===== src/rtl/load_use_scoreboard.sv =====
// load_use_scoreboard: per-register result-latency countdown that stalls decode on unforwardable hazards
module load_use_scoreboard #(
    parameter int NUM_REGS = 32,
    parameter int LAT_W = 3,
    parameter int CNT_W = 32
) (
    input  logic                clock,
    input  logic                reset,
    input  logic                id_valid,
    input  logic [4:0]          id_rs1,
    input  logic [4:0]          id_rs2,
    input  logic                id_uses_rs1,
    input  logic                id_uses_rs2,
    input  logic                id_wr_en,
    input  logic [4:0]          id_dest_reg_idx,
    input  logic [LAT_W-1:0]    id_lat,
    input  logic                pipe_hold,
    input  logic                flush,
    output logic                stall,
    output logic                busy_rs1,
    output logic                busy_rs2,
    output logic [NUM_REGS-1:0] pending_mask,
    output logic [CNT_W-1:0]    stall_cycles
);
    logic [LAT_W-1:0] cnt [NUM_REGS];
    logic waw, issue;
    always_comb begin
        busy_rs1 = id_valid && id_uses_rs1 && id_rs1 != 5'd0 && cnt[id_rs1] != '0;
        busy_rs2 = id_valid && id_uses_rs2 && id_rs2 != 5'd0 && cnt[id_rs2] != '0;
        waw = id_valid && id_wr_en && id_dest_reg_idx != 5'd0 && cnt[id_dest_reg_idx] != '0;
        stall = busy_rs1 || busy_rs2 || waw;
        issue = id_valid && !stall && !pipe_hold && !flush;
        for (int i = 0; i < NUM_REGS; i++)
            pending_mask[i] = cnt[i] != '0;
    end
    always_ff @(posedge clock) begin
        if (reset || flush) begin
            for (int i = 0; i < NUM_REGS; i++)
                cnt[i] <= '0;
        end else if (!pipe_hold) begin
            cnt[0] <= '0;
            for (int i = 1; i < NUM_REGS; i++)
                cnt[i] <= (issue && id_wr_en && id_dest_reg_idx == 5'(i)) ? id_lat :
                          (cnt[i] != '0) ? cnt[i] - 1'b1 : '0;
        end
    end
    always_ff @(posedge clock) begin
        if (reset)
            stall_cycles <= '0;
        else if (stall && !pipe_hold && stall_cycles != '1)
            stall_cycles <= stall_cycles + 1'b1;
    end
endmodule


===== config.mk =====
export PLATFORM = sky130hd
export DESIGN_NAME = load_use_scoreboard
export DESIGN_NICKNAME = d
export VERILOG_FILES = /design/src/rtl/load_use_scoreboard.sv
export SDC_FILE = /design/constraint.sdc
export NUM_CORES = 1
export LEC_CHECK = 0
export ABC_AREA = 0
export BUFFER_PORTS_ARGS = -buffer_cell sky130_fd_sc_hd__buf_2
export CAP_MARGIN = 20
export CORE_AREA = 5 5 128 160
export CTS_CLUSTER_SIZE = 28
export DETAILED_ROUTE_END_ITERATION = 16
export DIE_AREA = 0 0 133 165
export PLACE_DENSITY = 0.71
export SLEW_MARGIN = 20
export SYNTH_ARGS = -nofsm -noshare
export SYNTH_HDL_FRONTEND = slang
export SYNTH_SLANG_ARGS = --single-unit

===== constraint.sdc =====
create_clock -name clock -period 6.2 [get_ports clock]
set_input_delay 1.24 -clock clock [delete_from_list [all_inputs] [get_ports clock]]
set_output_delay 1.24 -clock clock [all_outputs]
set_load 0.03 [all_outputs]

==> impl_metrics.csv <==
group,metric,value,unit
layout,multi_input_area,5120,um2
clocking,postCtsResizedCells,0,
route,first_pass_iters,5,
clocking,clockBufferDepth,2,
clocking,tritoncts,"yes",
power,p_sw_share,32.7,%
route,wirelength,25900,um
floorplan,die_w,133,um
synthesis,syn_inst,1002,
synthesis,synth_most_common_cell,"inv_1",
run_status,status,"completed",
clocking,htreeDepth,4,
synthesis,synthesis.nets,1091,
route,drc_errors,0,
placement,place_hpwl,18200,um
clocking,clock_latency,450,ps
floorplan,die-area,21900,um2
critical_path,cp_data_required_time,4960,ps
sta,fin_tns_setup,0,ps
critical_path,arrival,3980,ps
placement,portBuffers,91,
global_routing,grt_pass1_vias,7644,
synthesis,synth_area,9200,um2
sta,fmax,192,MHz
power,power_frac_seq,41.0,%
floorplan,rows,56,
floorplan,start_util,49.2,%
power,p_comb_share,16.2,%
synthesis,yosys.area.top_type,"edfxtp_1",
route,ant_nets,0,
sta,finalMaxSlewViolations,0,
sta,hold_violations,0,
critical_path,cp_common_cell,"buf_2",
hold_path,holdCritPathClass,"reg2reg",
synthesis,yosys_most_used_dff,"edfxtp_1",
power,power_density,229,nW/um2
critical_path,critPathSlowestCell,"mux4_2",
clocking,numCtsBuffers,17,
critical_path,setup.worst_path.class,"in2out",
layout,area_delta_synth_final,12.3,%
critical_path,crit_fanout,30,
layout,regArea,3430,um2
synthesis,synth.avg_cell_area,9.18,um2
synthesis,synth.top_cell.area_share,30.4,%
layout,drive_above_1_share,18.7,%
layout,final_nets,1149,
global_routing,grt_max_degree,67,
floorplan,core,18700,um2
global_routing,grt-ovfl-total,0,
synthesis,ys_types,66,
power,switchingPower,772,uW
route,first_iter_violations,863,
run,cap_viol_max_count,0,
synthesis,synthTopCellsByCount,"103 x inv_1, 93 x edfxtp_1, 70 x a21oi_1, 65 x mux2i_1, 64 x nand2_1",
sta,slew_headroom,31.0,%
clocking,cts_root_buf,"clkbuf_16",
route,wl_per_cell,19.8,um
global_routing,antenna_found_initial,1,
sta,setup_viol,0,
power,p_leak,0.00411,uW
synthesis,synth.area.top_cells,"edfxtp_1 30%, ha_1 8.6%, mux2i_1 7.1%, dfxtp_1 7.0%, inv_1 4.2%",
layout,nFillCells,1671,
route,vias_per_cell,6.22,
sta,rsz0062_at_grt,"false",
clocking,cts_hold_buffers,0,
critical_path,crit_chain,"buf_2 -> mux4_2 -> o22a_1 -> a41oi_1 -> o31ai_1 -> and3_4 -> inv_2 -> buf_2",
clocking,cts.sinks,125,
critical_path,start_kind,"input port",
floorplan,die_h,165,um
power,p_clk_share,42.8,%
sta,tightest_slew,1030,ps
critical_path,cpPeakStageDelay,570,ps
critical_path,cp-end-kind,"primary output",
synthesis,yosysWarnings,0,
placement,place_congestion,0.942,
sta,finClkSkew,21.5,ps
synthesis,async_flop_share,0,%
power,intPower,1590,uW
global_routing,grt.total_usage,23.5,%
global_routing,grt_pass1_wl,41000,um
sta,fin_crit_sh,84.2,%
synthesis,synth_edf_count,93,
synthesis,ys_seq_area_share,37.3,%
synthesis,ys_ff_latch,125,
sta,period_needed,5220,ps
power,fin_total_pwr,2360,uW
route,num_vias,8122,
power,ir_worst_vdd,0.180,mV
floorplan,ioPinCount,93,
clocking,clkTransAtPathRegs,70,ps
clocking,postCtsSetupRepairBufs,0,
==> power by group through the flow <==
stage	sequential [uW]	combinational [uW]	clock [uW]
3_5_place_dp	986	378	0
4_1_cts	968	381	1020
5_1_grt	973	417	1060
2_1_floorplan	975	279	0
3_3_place_gp	985	375	0
6_report	969	384	1010
==> layout by cell type (no fill, tap or decap), drive strengths merged, types with 4 or more instances in the layout <==
cell and count:
or3 38, inv 115, buf 96, o31ai 28
and3 9, clkbuf 17, nand2b 10, o21ai 9
edfxtp 93, o41ai 5, and2 37, or2 38
nor2 30, nor4 21, mux2i 65, nor2b 5
nor3b 4, a211oi 8, nor3 67, mux4 6
o22ai 31, dfxtp 32, nand4 17, a21oi 70
nand2 65, ha 63, a311oi 5, or4 27
a2111oi 10, clkinv 4, nand3 14
==> area by class of cell <==
type	instances	area share, %
flip-flops and latches	125	33.2
repair buffers	96	4.77
clock buffers	17	4.12
clock inverters	15	1.66
well taps	232	2.81
diodes	1	0.0242
inverters	104	3.78
multi-input cells	716	49.6
==> logic make-up (layout without fill, tap and decap cells) <==
kind of cell	count (synthesis)	in the layout	synth area share [%]
adders and majority gates	63	63	8.57
DFF	125	125	37.3
other	1	2	0.0408
muxes	74	74	8.91
and+or+nand+nor	392	392	25.0
buffers and inverters	161	232	7.03
AOI/OAI and AO/OA	186	186	13.1
==> critical path: cells and delay by family <==
family / cells / cell delay, ps
buffers and inverters: 3 / 1340
AOI/OAI and AO/OA: 3 / 590
muxes: 1 / 570
and+or+nand+nor: 1 / 200
==> path summary, 6_finish.rpt <==
| kind | startpoint | end | slack (ps) | cells after the start |
|---|---|---|---|---|
| worst min-delay path | stall_cycles[17] | stall_cycles[17] | 490 | 2 |
| worst max register to register | cnt[3][2] | cnt[26][1] | 2560 | 9 |
| worst min register to register | stall_cycles[17] | stall_cycles[17] | 490 | 2 |
| worst max-delay path | id_dest_reg_idx[1] | stall | 980 | 8 |
==> state kept, by name (all words and copies together) (netlist names) <==
name	count
cnt	93
stall_cycles	32
==> stage by stage <==
stage / worst slack [ps] / area [um2] / util [%] / hold WS, ps / cells
floorplan: 1620 / 9200 / - / 610 / 1002
global placement: 1100 / 9730 / 52.0 / 479 / 1273
detailed placement: 1040 / 9730 / 52.0 / 487 / 1273
CTS: 1030 / 10300 / 55.2 / 497 / 1305
global route: 858 / 10300 / 55.2 / 530 / 1306
finish: 981 / 10300 / 55.2 / 494 / 1306
==> layer usage <==
metal	vias up	share of wire [%]	global-route usage, %
li1	3802	-	-
met1	3897	42	30.3
met2	354	48	38.8
met3	69	7.0	4.30
met4	0	3.1	10.4
met5	-	0	0
Power figures use the tool's default switching activity.
